<file path="config.mk">
export PLATFORM = sky130hd
export DESIGN_NAME = dm_framer
export DESIGN_NICKNAME = d
export VERILOG_FILES = /design/src/rtl/dm_framer.sv
export SDC_FILE = /design/constraint.sdc
export NUM_CORES = 1
export LEC_CHECK = 0
export ABC_AREA = 1
export BUFFER_PORTS_ARGS = -buffer_cell sky130_fd_sc_hd__buf_2
export CORE_ASPECT_RATIO = 1.2
export CORE_UTILIZATION = 30
export CTS_CLUSTER_SIZE = 25
export DETAILED_ROUTE_END_ITERATION = 8
export GPL_TIMING_DRIVEN = 1
export PLACE_DENSITY_LB_ADDON = 0.2
export SYNTH_ARGS = -nofsm -noshare
export SYNTH_HDL_FRONTEND = slang
export SYNTH_SLANG_ARGS = --single-unit
</file>
<file path="constraint.sdc">
create_clock -name clk_i -period 2.1 [get_ports clk_i]
set_clock_uncertainty 0.05 [all_clocks]
set_input_delay 0.42 -clock clk_i [delete_from_list [all_inputs] [get_ports clk_i]]
set_output_delay 0.42 -clock clk_i [all_outputs]
set_load 0.02 [all_outputs]
</file>
<file path="src/rtl/dm_framer.sv">
// dm_framer: serialises preamble, sync, length, payload and CRC-8 onto
// tx_sdata, one bit per tx_ce strobe, MSB first, with no gap between bytes.
module dm_framer #(
    parameter int         PREAMBLE_BYTES = 2,
    parameter logic [7:0] SYNC_BYTE      = 8'hD5,
    parameter logic       IDLE_BIT       = 1'b0
) (
    input  logic       clk_i,
    input  logic       rst_ni,
    input  logic       tx_ce_i,
    input  logic       frame_start_i,
    input  logic [7:0] frame_len_i,
    input  logic [7:0] s_data_i,
    input  logic       s_valid_i,
    output logic       s_ready_o,
    output logic       tx_sdata_o,
    output logic       busy_o,
    output logic       done_o,
    output logic       underrun_o
);

    localparam logic [3:0] PRE_N    = 4'(PREAMBLE_BYTES);
    localparam logic [7:0] PRE_BYTE = 8'hAA;

    typedef enum logic [2:0] {
        S_IDLE,
        S_PRE,
        S_SYNC,
        S_LEN,
        S_PAY,
        S_CRC
    } state_e;

    state_e     state_q, state_d;
    logic [7:0] shreg_q, shreg_d;
    logic [2:0] bitcnt_q, bitcnt_d;
    logic [3:0] precnt_q, precnt_d;     // preamble bytes loaded so far
    logic [7:0] len_q, len_d;
    logic [7:0] paycnt_q, paycnt_d;     // payload slots loaded so far
    logic [8:0] acc_q, acc_d;           // bytes accepted plus substituted slots
    logic [7:0] hold_q, hold_d;
    logic       hold_full_q, hold_full_d;
    logic [7:0] crc_q, crc_d;
    logic       underrun_q, underrun_d;
    logic       done_q, done_d;

    logic       busy;
    logic       xfer;
    logic       byte_end;
    logic       pay_done;
    logic [7:0] pay_byte;

    // CRC-8, poly 0x07, one whole byte folded in at a time
    function automatic logic [7:0] crc8_byte(input logic [7:0] crc, input logic [7:0] data);
        logic [7:0] c;
        c = crc ^ data;
        for (int i = 0; i < 8; i++) begin
            c = c[7] ? ((c << 1) ^ 8'h07) : (c << 1);
        end
        return c;
    endfunction

    assign busy       = (state_q != S_IDLE);
    assign busy_o     = busy;
    assign done_o     = done_q;
    assign underrun_o = underrun_q;
    assign tx_sdata_o = busy ? shreg_q[7] : IDLE_BIT;
    assign s_ready_o  = busy & ~hold_full_q & (acc_q < {1'b0, len_q});
    assign xfer       = s_valid_i & s_ready_o;
    assign byte_end   = busy & tx_ce_i & (bitcnt_q == 3'd7);
    // Leaving LEN with zero length, or the last payload slot already loaded
    assign pay_done   = (state_q == S_LEN) ? (len_q == 8'd0) : (paycnt_q == len_q);

    // Next-state and datapath: shifting, byte loads, hold register, CRC
    always_comb begin
        state_d     = state_q;
        shreg_d     = shreg_q;
        bitcnt_d    = bitcnt_q;
        precnt_d    = precnt_q;
        len_d       = len_q;
        paycnt_d    = paycnt_q;
        acc_d       = acc_q;
        hold_d      = hold_q;
        hold_full_d = hold_full_q;
        crc_d       = crc_q;
        underrun_d  = underrun_q;
        done_d      = 1'b0;
        pay_byte    = 8'h00;

        // Handshake into the hold register; s_ready already excludes a full hold
        if (xfer) begin
            hold_d      = s_data_i;
            hold_full_d = 1'b1;
            acc_d       = acc_q + 9'd1;
        end

        if (state_q == S_IDLE) begin
            if (frame_start_i) begin
                len_d       = frame_len_i;
                underrun_d  = 1'b0;
                shreg_d     = PRE_BYTE;
                bitcnt_d    = 3'd0;
                precnt_d    = 4'd1;
                paycnt_d    = 8'd0;
                acc_d       = 9'd0;
                hold_full_d = 1'b0;
                crc_d       = 8'h00;
                state_d     = S_PRE;
            end
        end else if (tx_ce_i) begin
            shreg_d  = {shreg_q[6:0], 1'b0};
            bitcnt_d = bitcnt_q + 3'd1;
            // Last bit of a byte: the following byte loads on this same edge
            if (byte_end) begin
                unique case (state_q)
                    S_PRE: begin
                        if (precnt_q == PRE_N) begin
                            shreg_d = SYNC_BYTE;
                            state_d = S_SYNC;
                        end else begin
                            shreg_d  = PRE_BYTE;
                            precnt_d = precnt_q + 4'd1;
                        end
                    end
                    S_SYNC: begin
                        shreg_d = len_q;
                        crc_d   = crc8_byte(8'h00, len_q);
                        state_d = S_LEN;
                    end
                    S_LEN, S_PAY: begin
                        if (pay_done) begin
                            // A starved frame is poisoned by inverting its CRC
                            shreg_d = underrun_q ? ~crc_q : crc_q;
                            state_d = S_CRC;
                        end else begin
                            if (hold_full_q) begin
                                pay_byte    = hold_q;
                                hold_full_d = 1'b0;
                            end else begin
                                pay_byte   = 8'h00;
                                underrun_d = 1'b1;
                                acc_d      = acc_d + 9'd1;
                            end
                            shreg_d  = pay_byte;
                            crc_d    = crc8_byte(crc_q, pay_byte);
                            paycnt_d = paycnt_q + 8'd1;
                            state_d  = S_PAY;
                        end
                    end
                    S_CRC: begin
                        shreg_d = 8'h00;
                        done_d  = 1'b1;
                        state_d = S_IDLE;
                    end
                    default: state_d = S_IDLE;
                endcase
            end
        end
    end

    // FSM state register
    always_ff @(posedge clk_i or negedge rst_ni) begin
        if (!rst_ni) begin
            state_q <= S_IDLE;
        end else begin
            state_q <= state_d;
        end
    end

    // Datapath registers
    always_ff @(posedge clk_i or negedge rst_ni) begin
        if (!rst_ni) begin
            shreg_q     <= 8'h00;
            bitcnt_q    <= 3'd0;
            precnt_q    <= 4'd0;
            len_q       <= 8'd0;
            paycnt_q    <= 8'd0;
            acc_q       <= 9'd0;
            hold_q      <= 8'h00;
            hold_full_q <= 1'b0;
            crc_q       <= 8'h00;
            underrun_q  <= 1'b0;
            done_q      <= 1'b0;
        end else begin
            shreg_q     <= shreg_d;
            bitcnt_q    <= bitcnt_d;
            precnt_q    <= precnt_d;
            len_q       <= len_d;
            paycnt_q    <= paycnt_d;
            acc_q       <= acc_d;
            hold_q      <= hold_d;
            hold_full_q <= hold_full_d;
            crc_q       <= crc_d;
            underrun_q  <= underrun_d;
            done_q      <= done_d;
        end
    end

endmodule

</file>
=== Word level (Yosys, flattened, before mapping) ===
Cells that the tools add are included.

* $add $sub $neg: 5
* Magnitude comparators: 1
* Equality and inequality tests: 14
* Mux-type cells: 86
* Bitwise operators: 24
* Reduce and logical (&&, ||, !) cells: 16

{| class="wikitable"
|+ Operators with widths
! kind !! number
|-
| $mux W8 || 22
|-
| $mux W3 || 24
|-
| $mux W9 || 8
|-
| $not A3 Y3 || 16
|-
| $pmux W8 S4 || 1
|-
| $mux W4 || 6
|-
| $mux W1 || 22
|-
| $add A9 B1 Y9 const B || 2
|-
| $pmux W8 S2 || 1
|-
| $reduce_and A5 Y1 || 3
|-
| $eq A3 B3 Y1 const B || 3
|-
| $lt A9 B8 Y1 || 1
|-
| $pmux W3 S3 || 1
|-
| $add A8 B1 Y8 const B || 1
|-
| $eq A8 B8 Y1 || 1
|-
| $logic_not A8 Y1 || 1
|-
| $not A8 Y8 || 1
|-
| $reduce_bool A2 Y1 || 4
|-
| $xor A8 B8 Y8 || 1
|-
| $mux W7 || 1
|-
| $eq A3 B2 Y1 const B || 2
|-
| $ne A3 B3 Y1 const B || 2
|-
| $reduce_and A6 Y1 || 1
|-
| $reduce_bool A3 Y1 || 2
|-
| 12 further kinds || 19
|}

* Flip-flop bits (word level): 62
* Bits of input ports: 21
* Output and inout bits: 5
* Logic and storage cells: 158

=== Depth between registers and ports, before layout ===
* Depth after elaboration: 29
* Depth in mapped cells: 18
* Gate-level depth less buffers: 16

=== Worst setup path after synthesis ===
OpenSTA, ideal clock, no wires.

* Kind: register to register
* From: reg len_q[6]
* To: reg acc_q[8]
* Library setup time: 116 ps
* Arrival: 2050 ps
* Required time: 1934 ps
* Setup slack: -117 ps
* Cell stages (with the launch flop): 16
* Path buffers: 1
* Period minus slack after synthesis: 2217 ps
* Cells stage by stage: dfrtp_1 > clkbuf_2 > inv_1 > ha_1 > nand2_1 > nor2_1 > nand2_1 > nand4_4 > nand2_1 > nand2_1 > ha_1 > nand3_1 > nor2_1 > nand2_1 > nand2_1 > nand2_1

* Word-level cells in the longest chain between the ends: 11
* Elaborated cells between the ends (all ways): 15
* Classes of those cells: add/sub (1); order compare (1); eq/ne (1); mux (9); bitwise (2); reduce/logical (1)

{| class="wikitable"
|+ RTL lines
! item !! line !! text
|-
| start: declaration || 38 || <nowiki>logic [7:0] len_q, len_d;</nowiki>
|-
| start signal: assignment || 188 || <nowiki>len_q <= len_d;</nowiki>
|-
| $lt A9 B8 Y1 || 68 || <nowiki>assign s_ready_o = busy & ~hold_full_q & (acc_q < {1'b0, len_q});</nowiki>
|-
| $and A1 B1 Y1 || 68 ||
|-
| $and A1 B1 Y1 || 69 || <nowiki>assign xfer = s_valid_i & s_ready_o;</nowiki>
|-
| $mux W9 || 91 || <nowiki>if (xfer) begin</nowiki>
|-
| $add A9 B1 Y9 || 142 || <nowiki>acc_d = acc_d + 9'd1;</nowiki>
|-
| $mux W9 || 136 || <nowiki>if (hold_full_q) begin</nowiki>
|-
| $mux W9 || 131 || <nowiki>if (pay_done) begin</nowiki>
|-
| $mux W9 || 115 || <nowiki>unique case (state_q)</nowiki>
|-
| $mux W9 || 114 || <nowiki>if (byte_end) begin</nowiki>
|-
| $mux W9 || 110 || <nowiki>end else if (tx_ce_i) begin</nowiki>
|-
| $mux W9 (*) || 97 || <nowiki>if (state_q == S_IDLE) begin</nowiki>
|-
| net acc_d[8] || 40 || <nowiki>logic [8:0] acc_q, acc_d;</nowiki>
|-
| end signal: assignment || 178 || <nowiki>acc_q <= 9'd0;</nowiki>
|-
| end signal: assignment || 190 || <nowiki>acc_q <= acc_d;</nowiki>
|-
| end: declaration || 40 ||
|}

The timed path passes the listed nets; every way through them passes the cells marked *.
A chain may end at the register's enable or synchronous reset.

=== Worst setup path in the final report ===
* From: reg acc_q[3]
* To: out s_ready_o

* Word-level cells in the longest chain between the ends: 2

{| class="wikitable"
|+ RTL lines
! item !! line !! text
|-
| $lt A9 B8 Y1 || 68 ||
|-
| $and A1 B1 Y1 || 68 ||
|-
| end: declaration || 15 || <nowiki>output logic s_ready_o,</nowiki>
|}

No other way between the ends.

==> results.md <==
• -0.02 ns — reg-to-reg setup timing slack
• flip-flops — family with the most delay on the worst path
• 2 — Final Setup Violations
• ha_4, nand2_4, nor2_4, nand2_2, nor2_2, nor2_2, buf_4, nand2_2, inv_2, buf_6 — cells along the critical path
• 1480 nW/um^2 — Pwr per Cell Area
• 2 — Max Root-Sink Buffers
• 0 — drt drc
• 39 — Synth cell types
• 0.33 ns — Clock Latency Late Sink
• met2 — global route hottest layer
• 62 — number of sinks handled by clock tree synthesis
• 0.611 ns — transition time at the pin with the least slew margin
• 0.00817 W — power consumption
• 0 — diode insertion count for antenna repair
• complete, but fails checks — outcome
• 7.46 sq um — mean cell area of the mapped netlist
• 165 — number of DRC violations after detailed-routing iteration 0
• 27.4% — met2 demand-to-capacity share in global routing
• 0 — YS warnings
• 4 — Detailed Routing Iterations Pass 1
• 0 — number of enable-type register cells in the synthesized netlist
• 13800 sq um — Core Footprint
• 25.1% — layout cells sized above 1
• 62 — Synth Register Bits
• 100% — proportion of register bits with asynchronous set or reset after synthesis
• 0.05 ns — clk slew on worst S/H paths
• 2 — CP Max Fanout
• 18900 microns — wire length of the first global-routing pass
• 1.63 ns — required time of the critical path
• 0 — leftover overflow at the end of global routing
• acc_q[6] — beginning of the worst register-to-register path
• 9 — number of buffers inserted during clock tree synthesis
• 5510 sq um — finished layout cell area
• 0 — antenna violations before repair
• done — TritonCTS clock tree
• 29.6% — Area growth syn-to-layout
• 570 — cells after synthesis
• 3 — Buf/Inv on CP
• setup timing — failing checks
• dfrtp_1 — slowest cell on the critical path
• 13 — depth of the worst register-to-register path
• dfrtp_1 — dominant register cell in the synthesized netlist
• 825 — number of cells in the finished layout apart from fillers
• 0 — fin. max-slew vios
• 0.000591 V — Worst VDD drop
• 30.8% — starting density of the core
• 4.78 — via count normalized by instance count
• 8830 microns — detailed placer's ending HPWL
• 0.851 — final estimated routing congestion in global placement
• 1415 — FILL cells
• 0 — number of hold violations in the final report
• 608 — Synthesized Nets
• 797 — Placed Instances
• 24 — pin count of the biggest net entering global routing
• output port — crit path capture type
• nand2_1 — most frequent standard cell in the layout excluding fill and tap cells
• 2.85% — met3 usage
• 4920 sq um — placed cell areas
• 36.5% — sequential fraction of the synthesis area
• 16.2% — all-layer global routing usage
• acc_q[6] — endpoint of the worst-slack reg-to-reg timing path
• 105% — final period utilization
• 0.42 ns — critical path's largest stage delay
• flop — Critical Path Source Type
• 2.20 ns — final period demand of the worst path
• 47 — Rows
• true — unrepaired setup endpoints after global routing
• 4250 sq um — cell area after synthesis
• 2.66 nW — P_leak
• 1.73 ns — arrival time of data at the critical path endpoint
• 0 — number of max-cap violations
• 0 — total of hold buffers inserted after clock tree synthesis
• 689 — NumNets Final
• input pin to asynchronous set/reset pin — class of the worst hold path
• 132 microns — vertical extent of the die
• 3943 — vias after detailed routing
• 13.9 microns — Wirelength per Cell
• 20.4% — global routing usage on met1
• nand2_1, dfrtp_1, buf_4 — most frequent cells in the layout
• 11500 microns — WL final
• 25 — count of input and output buffers
• 26 — IO Count
• 3912 — vias in the first global route
• -0.0986 ns — final critical-path setup slack
• 0 — Final ANT Viol Nets
• -0.115 ns — total negative setup slack
• 455 MHz — maximum operating frequency
• 59.3% — headroom to the max-slew limit
• -0.139 ns — worst slack at placement
• 3 — number of H-tree levels
• 14600 sq um — die outline area
• 111 microns — die outline width
• flop to output port — Setup CP Type
• clkbuf_16 — master cell of the clock root buffer
[cells in the mapped netlist (all sizes together) (4+ instances only)]
| library cell | instances | area [sq um] |
|---|---|---|
| nand3 | 32 | 165 |
| o211ai | 8 | 60.1 |
| xor2 | 26 | 228 |
| o22ai | 4 | 25.0 |
| o21ai | 36 | 180 |
| nor3 | 9 | 50.1 |
| inv | 58 | 218 |
| ha | 17 | 213 |
| buf | 10 | 77.6 |
| nand2 | 189 | 732 |
| xnor2 | 21 | 184 |
| a31oi | 4 | 25.0 |
| clkbuf | 5 | 22.5 |
| dfrtp | 62 | 1550 |
| nand4 | 11 | 83.8 |
| a21oi | 21 | 105 |
| o31ai | 5 | 51.3 |
| nor2 | 43 | 213 |
[worst reg2reg max path, delay by kind of cell (launching register included)]
| family | cells | cell delay, ns |
|---|---|---|
| AND/OR/NAND/NOR | 11 | 1.10 |
| flip-flops | 1 | 0.41 |
| adder cells (fa/ha/maj) | 2 | 0.44 |
[flip-flops by register name, summed over array words and instances (netlist names), 4 cells and up]
name	cells
paycnt_q	8
acc_q	9
len_q	8
crc_q	8
shreg_q	8
hold_q	8
precnt_q	4
[cells by family (layout without fill, tap and decap cells)]
group | count (synthesis) | in the layout | share of synthesized area (%)
and+or+nand+nor | 287 | 288 | 29.8
adders and majority gates | 17 | 17 | 5.00
buffers and inverters | 74 | 157 | 7.59
xor gates and xnor gates | 47 | 47 | 9.69
AOI/OAI and AO/OA | 83 | 83 | 11.5
DFF | 62 | 62 | 36.5
[what timing repair did]
| item | in CTS | in global routing |
|---|---|---|
| pin swaps | 12 | 26 |
| buffers inserted | 3 | 12 |
| cloned | 0 | 1 |
| endpoints found under the setup margin | 7 | 19 |
| gates resized for setup | 14 | 33 |
[layer usage]
| layer | share of wire (%) | wire length [microns] | vias to the layer above |
|---|---|---|---|
| li1 | - | - | 2023 |
| met1 | 46 | 5210 | 1846 |
| met2 | 49 | 5620 | 56 |
| met3 | 3.1 | 359 | 18 |
| met4 | 2.3 | 266 | 0 |
| met5 | 0 | 0 | - |
[per-stage QoR]
stage / hold slack [ns] / util [%]
final: 0.0597 / 39.9
after global routing: 0.104 / 39.9
after global placement: 0.397 / 35.6
after detailed placement: 0.403 / 35.6
after CTS: 0.0764 / 38.2
after floorplan: 0.0744 / -
[power breakdown]
group          internal (W)  switching, W  total, W  leakage [nW]
clock network      0.000879      0.000502   0.00138         0.138
logic               0.00198       0.00274   0.00472          1.74
registers           0.00166      0.000410   0.00207         0.790
[final cells by class]
class	count	area, sq um	area share (%)
multi-input combinational	435	2600	47.2
tap	171	214	3.88
clock inverter	1	5.00	0.0909
sequential	62	1550	28.2
clock buffer	13	270	4.91
inverter	59	234	4.25
timing repair buffer	84	632	11.5
[how the worst max path moves through the flow]
stage	startpoint	to	slack, ns	cells past startpoint
global placement	len_q[7]	acc_q[4]	-0.12	14
CTS	acc_q[3]	s_ready_o	-0.18	10
detailed placement	len_q[7]	acc_q[4]	-0.14	14
floorplan	len_q[4]	acc_q[8]	0.002	17
finish	acc_q[3]	s_ready_o	-0.1	10
global route	acc_q[3]	s_ready_o	-0.20	10
Note: power is estimated with default switching activity, not from simulation.
